<file path="config.mk">
export PLATFORM = sky130hd
export DESIGN_NAME = mem_arbiter_n
export DESIGN_NICKNAME = d
export VERILOG_FILES = /design/src/rtl/mem_arbiter_n_pkg.sv /design/src/rtl/mem_arbiter_n_picker.sv /design/src/rtl/mem_arbiter_n.sv
export SDC_FILE = /design/constraint.sdc
export NUM_CORES = 1
export LEC_CHECK = 0
export ABC_AREA = 1
export BUFFER_PORTS_ARGS = -buffer_cell sky130_fd_sc_hd__buf_2
export CORE_AREA = 10 10 633 635
export DETAILED_ROUTE_END_ITERATION = 7
export DIE_AREA = 0 0 643 645
export HOLD_SLACK_MARGIN = 0.08
export MAX_ROUTING_LAYER = met4
export PLACE_DENSITY = 0.3
export SLEW_MARGIN = 10
export SYNTH_ARGS = -nofsm -noshare
export SYNTH_HDL_FRONTEND = slang
export SYNTH_SLANG_ARGS = --single-unit
</file>
<file path="constraint.sdc">
create_clock -name clk -period 2.9 [get_ports clk]
set_input_delay 0.58 -clock clk [delete_from_list [all_inputs] [get_ports clk]]
set_output_delay 0.58 -clock clk [all_outputs]
set_load 0.01 [all_outputs]
</file>
<file path="src/rtl/mem_arbiter_n_pkg.sv">
// Shared types for the N-channel memory arbiter: controller state and latched operation.
package mem_arb_pkg;
   typedef enum logic {IDLE, BUSY} state_t;
   typedef enum logic [1:0] {OP_NONE, OP_READ, OP_WRITE} op_t;
endpackage

</file>
<file path="src/rtl/mem_arbiter_n_picker.sv">
// Combinational picker: first requester found when scanning upward from i_base, wrapping modulo NUM_CH.
module arb_picker
   import mem_arb_pkg::*;
#(
   parameter int NUM_CH = 2,
   parameter int IDX_W  = 1
) (
   input  logic [NUM_CH-1:0] i_req,
   input  logic [IDX_W-1:0]  i_base,
   output logic [NUM_CH-1:0] o_grant
);
   logic w_found;

   always_comb begin
      o_grant = '0;
      w_found = 1'b0;
      for (int k = 0; k < NUM_CH; k++) begin
         for (int i = 0; i < NUM_CH; i++) begin
            if (!w_found && i_req[i] && (i == ((int'(i_base) + k) % NUM_CH))) begin
               o_grant[i] = 1'b1;
               w_found    = 1'b1;
            end
         end
      end
   end
endmodule

</file>
<file path="src/rtl/mem_arbiter_n.sv">
// N-channel arbiter onto one pmem port; fixed priority by default, round-robin when ARB_RR_EN is defined.
module mem_arbiter_n
   import mem_arb_pkg::*;
#(
   parameter int NUM_CH = 2,
   parameter int LINE_W = 256,
   parameter int ADDR_W = 32
) (
   input  logic                     clk,
   input  logic                     rst,
   input  logic [NUM_CH-1:0]        ch_read,
   input  logic [NUM_CH-1:0]        ch_write,
   input  logic [NUM_CH*ADDR_W-1:0] ch_addr,
   input  logic [NUM_CH*LINE_W-1:0] ch_wdata,
   output logic [NUM_CH*LINE_W-1:0] ch_rdata,
   output logic [NUM_CH-1:0]        ch_resp,
   input  logic                     pmem_resp,
   input  logic [LINE_W-1:0]        pmem_rdata,
   output logic                     pmem_read,
   output logic                     pmem_write,
   output logic [ADDR_W-1:0]        pmem_address,
   output logic [LINE_W-1:0]        pmem_wdata
);
   localparam int IDX_W = (NUM_CH > 1) ? $clog2(NUM_CH) : 1;

   state_t            r_state;
   op_t               r_op;
   logic [NUM_CH-1:0] r_grant;
   logic [NUM_CH-1:0] w_pick;
   logic [IDX_W-1:0]  w_base;
   logic              w_busy;
   logic              w_rd;
   logic              w_wr;

`ifdef ARB_RR_EN
   logic [IDX_W-1:0] r_last;
   logic [IDX_W-1:0] w_gidx;

   always_comb begin
      w_gidx = '0;
      for (int i = 0; i < NUM_CH; i++) begin
         if (r_grant[i]) w_gidx = IDX_W'(i);
      end
   end

   assign w_base = (r_last == IDX_W'(NUM_CH - 1)) ? '0 : r_last + 1'b1;

   // Only a completed transaction advances the rotation; reset abandons without updating.
   always_ff @(posedge clk) begin
      if (rst) begin
         r_last <= IDX_W'(NUM_CH - 1);
      end else if (r_state == BUSY && pmem_resp) begin
         r_last <= w_gidx;
      end
   end
`else
   assign w_base = '0;
`endif

   arb_picker #(.NUM_CH(NUM_CH), .IDX_W(IDX_W)) u_picker (
      .i_req   (ch_read | ch_write),
      .i_base  (w_base),
      .o_grant (w_pick)
   );

   always_ff @(posedge clk) begin
      if (rst) begin
         r_state <= IDLE;
         r_grant <= '0;
         r_op    <= OP_NONE;
      end else begin
         case (r_state)
            IDLE: begin
               if (|(ch_read | ch_write)) begin
                  r_grant <= w_pick;
                  r_op    <= (|(w_pick & ch_read)) ? OP_READ : OP_WRITE;
                  r_state <= BUSY;
               end
            end
            BUSY: begin
               if (pmem_resp) begin
                  r_grant <= '0;
                  r_op    <= OP_NONE;
                  r_state <= IDLE;
               end
            end
            default: r_state <= IDLE;
         endcase
      end
   end

   // Outputs follow the latched op, so a requester dropping its strobe cannot abort the access.
   assign w_busy = (r_state == BUSY) && !rst;
   assign w_rd   = w_busy && (r_op == OP_READ);
   assign w_wr   = w_busy && (r_op == OP_WRITE);

   always_comb begin
      pmem_read    = w_rd;
      pmem_write   = w_wr;
      pmem_address = '0;
      pmem_wdata   = '0;
      ch_rdata     = '0;
      ch_resp      = '0;
      for (int i = 0; i < NUM_CH; i++) begin
         if (r_grant[i] && w_busy) begin
            pmem_address = ch_addr[i*ADDR_W +: ADDR_W];
            if (w_wr) pmem_wdata = ch_wdata[i*LINE_W +: LINE_W];
            if (w_rd) ch_rdata[i*LINE_W +: LINE_W] = pmem_rdata;
            ch_resp[i] = pmem_resp;
         end
      end
   end
endmodule

</file>
==> impl_results.md <==
* Number of nets with antenna violations after detailed routing at 0
* Endpoint type of the worst setup path: output port
* Highest Clock Rate at 338 MHz
* Launching element type of the critical path: input pin
* R2R cell count at 4
* Count of H-tree levels built during CTS at 1
* Hold Crit Class: reg2reg
* Maximum number of pins on one net before global-route repair at 93
* Wirelength per Cell at 42.0 um
* Setup crit end: pmem_wdata[13]
* Number of warning messages in the yosys log at 0
* Multi-input logic area at 8360 um2
* Total iterations of the first detailed-routing run at 6
* TritonCTS clock tree: yes
* Number of buffers inserted by port buffering at 1642
* Clock network latency to the later pin of the worst-skew pair at 0.23 ns
* Final critical path time including I/O delays and setup at 2.95 ns
* Global placement routability congestion at 0.990
* Width of the chip at 643 um
* Crit Reg-Reg Startpoint: r_state
* Violated checks: setup timing
* Clock root cell: sky130_fd_sc_hd__clkbuf_16
* Sum of routed wire length over all layers at 378000 um
* Register bit count reported by yosys at 5
* Post-synthesis to final-layout area growth at 281%
* Area of all placed cells without fillers at 30600 um2
* Netlist cell types at 18
* Reg-to-reg endpoint: r_grant[1]
* Outcome: complete, but fails checks
* Number of top-level pins at 1643
* Worst slew margin relative to its limit at 39.2%
* DRC viols at 0
* Global-route wire length before repair at 427000 um
* Data required time of the worst path at 2.32 ns
* P per Cell Area at 82.5 nW/um2
* # hold bufs at CTS at 0
* Hold wc startpoint: r_op[0]
* DP Wirelength at 350000 um
* Grt total ovfl at 0
* Setup slack after layout at -0.0548 ns
* FF+latch area at 101 um2
* Number of buffers on the longest clock path at 2
* Via count at 23800
* Number of max-slew violations in the final report at 0
* Nets at 4465
* Tightest Pin Transition at 0.912 ns
* CTS Buf Count at 3
* Critical Path Fanout Max at 50
* Signal arrival time at the worst endpoint at 2.37 ns
* Area of the mapped netlist at 8030 um2
* Fillcell total at 46400
* Static Leak at 11.8 nW
* Slack of the worst reg-to-reg path at 1.93 ns
* Setup skew after layout at 0.00304 ns
* Worst vdd rail ir drop at 0.141 mV
* Die height at 645 um
* Hold WS at 0.511 ns
* Violation count after the first detailed-route iteration at 2083
* Number of global-route vias before repair at 22500
* Number of antenna violations at the first check in global routing at 459
* Aggregate global-route resource usage at 17.6%
* Clock Pin Slew Worst Setup and Hold Paths at 0.03 ns
* Std-Cell Rows at 229
* Unrepaired setup endpoints after global routing: true
* Critical path class: in2out
* Starting density of the core at 2.07%
* Critical path startpoint: rst
* Number of setup violations in the final report at 8
* Layout cells sized above 1 at 61.9%
* Period utilization at 102%
* Area enclosed by the die boundary at 415000 um2
* Number of sinks on the clock net at 5
* Via density per instance at 2.64
* Cell area reported after detailed placement at 26700 um2
* Net Count, Synth at 2719
* Max-capacitance violation count at 0
* Core area at 388000 um2
* Number of instances in the synthesized netlist at 1880
* Sequential cell area fraction in the yosys report at 1.25%
* Final hold vios at 0
* Syn Area/Cell at 4.27 um2
per-layer routing:
metal	routed length (um)	vias up	GRT usage (%)
li1	-	9767	-
met1	129000	11100	17.1
met2	196000	2197	32.5
met3	45300	694	8.86
met4	7730	0	1.22
met5	0	-	-
critical path, cell delays in order:
cell and delay (ns):
sky130_fd_sc_hd__buf_12 0.12, sky130_fd_sc_hd__inv_8 0.06, sky130_fd_sc_hd__nand2_8 0.05, sky130_fd_sc_hd__buf_12 0.14, sky130_fd_sc_hd__buf_4 0.13, sky130_fd_sc_hd__inv_2 0.05, sky130_fd_sc_hd__nand3_4 0.09, sky130_fd_sc_hd__buf_12 0.20
sky130_fd_sc_hd__buf_6 0.29, sky130_fd_sc_hd__a21oi_4 0.17, sky130_fd_sc_hd__buf_4 0.16, sky130_fd_sc_hd__buf_12 0.10
final cells by class:
class,instances,share of cell area [%]
antenna,190,1.55
clock buffer,4,0.258
inverter,14,0.245
multi-input combinational,1655,27.3
sequential,5,0.331
tap,5197,21.3
timing repair buffer,1947,49.0
logic make-up (layout without fill, tap and decap cells):
kind of cell	Yosys count	in the layout	synth area share (%)
simple gates	1392	1392	70.1
compound gates	263	263	16.4
buf+inv	220	1965	12.2
flops	5	5	1.25
other cells	0	190	0
Yosys cell counts:
| cell | number | share of area [%] |
|---|---|---|
| sky130_fd_sc_hd__inv_1 | 11 | 0.51 |
| sky130_fd_sc_hd__nand2_1 | 577 | 27 |
| sky130_fd_sc_hd__buf_2 | 92 | 5.7 |
| sky130_fd_sc_hd__nand3_1 | 293 | 18 |
| sky130_fd_sc_hd__nor3_1 | 10 | 0.62 |
| sky130_fd_sc_hd__o22ai_1 | 1 | 0.078 |
| sky130_fd_sc_hd__clkbuf_1 | 100 | 4.7 |
| sky130_fd_sc_hd__buf_4 | 11 | 1.0 |
| sky130_fd_sc_hd__nor2_4 | 2 | 0.28 |
| sky130_fd_sc_hd__buf_1 | 3 | 0.14 |
| sky130_fd_sc_hd__inv_2 | 3 | 0.14 |
| sky130_fd_sc_hd__a21oi_1 | 260 | 16 |
| sky130_fd_sc_hd__a22oi_1 | 1 | 0.094 |
| sky130_fd_sc_hd__nand2_2 | 1 | 0.078 |
| sky130_fd_sc_hd__nor2_1 | 508 | 24 |
| sky130_fd_sc_hd__nor3_2 | 1 | 0.12 |
| sky130_fd_sc_hd__o21ai_0 | 1 | 0.062 |
| sky130_fd_sc_hd__dfxtp_1 | 5 | 1.2 |
flip-flops by register name (all words and copies together), names as in the netlist:
signal	count
r_grant	2
r_op	2
r_state	1
what timing repair did:
action,4_1_cts,5_1_grt
pin swaps,29,25
setup buffers,32,20
endpoints found under the setup margin,614,275
gates resized for setup,361,212
gates cloned,17,10
layout by cell type, fill, tap and decap left out, drive strengths merged:
cell       n
inv       14
clkbuf    22
o22ai      1
nand3    293
bufbuf     6
o21ai      1
dfxtp      5
nand2    578
buf     1923
nor3      11
nor2     510
a22oi      1
diode    190
a21oi    260
where the power goes:
part	switching, mW	internal (mW)	total, mW
Combinational	1.37	0.839	2.21
Sequential	0.0105	0.0762	0.0867
Clock	0.0454	0.182	0.228
Total	1.43	1.10	2.52
worst min-delay path by stage:
stage,to,slack [ns],depth (start not counted)
global route,r_op[0],0.55,2
finish,r_op[0],0.51,2
global placement,r_op[0],0.51,2
floorplan,r_grant[0],0.46,2
CTS,r_op[0],0.52,2
detailed placement,r_op[0],0.51,2
stage by stage:
stage,total power [mW],setup WS [ns],util (%),std cells,setup TNS (ns)
after floorplan,0.551,0.747,-,1880,0
after global placement,2.05,-1.05,6.89,8745,-89.12
after detailed placement,2.03,-1.01,6.89,8745,-77.35
after CTS,2.52,-0.111,7.49,8798,-1.32
after global routing,2.68,-0.0783,7.87,8981,-0.824
final,2.52,-0.0548,7.89,9012,-0.174
No activity file was read; power rests on OpenSTA's default activity.
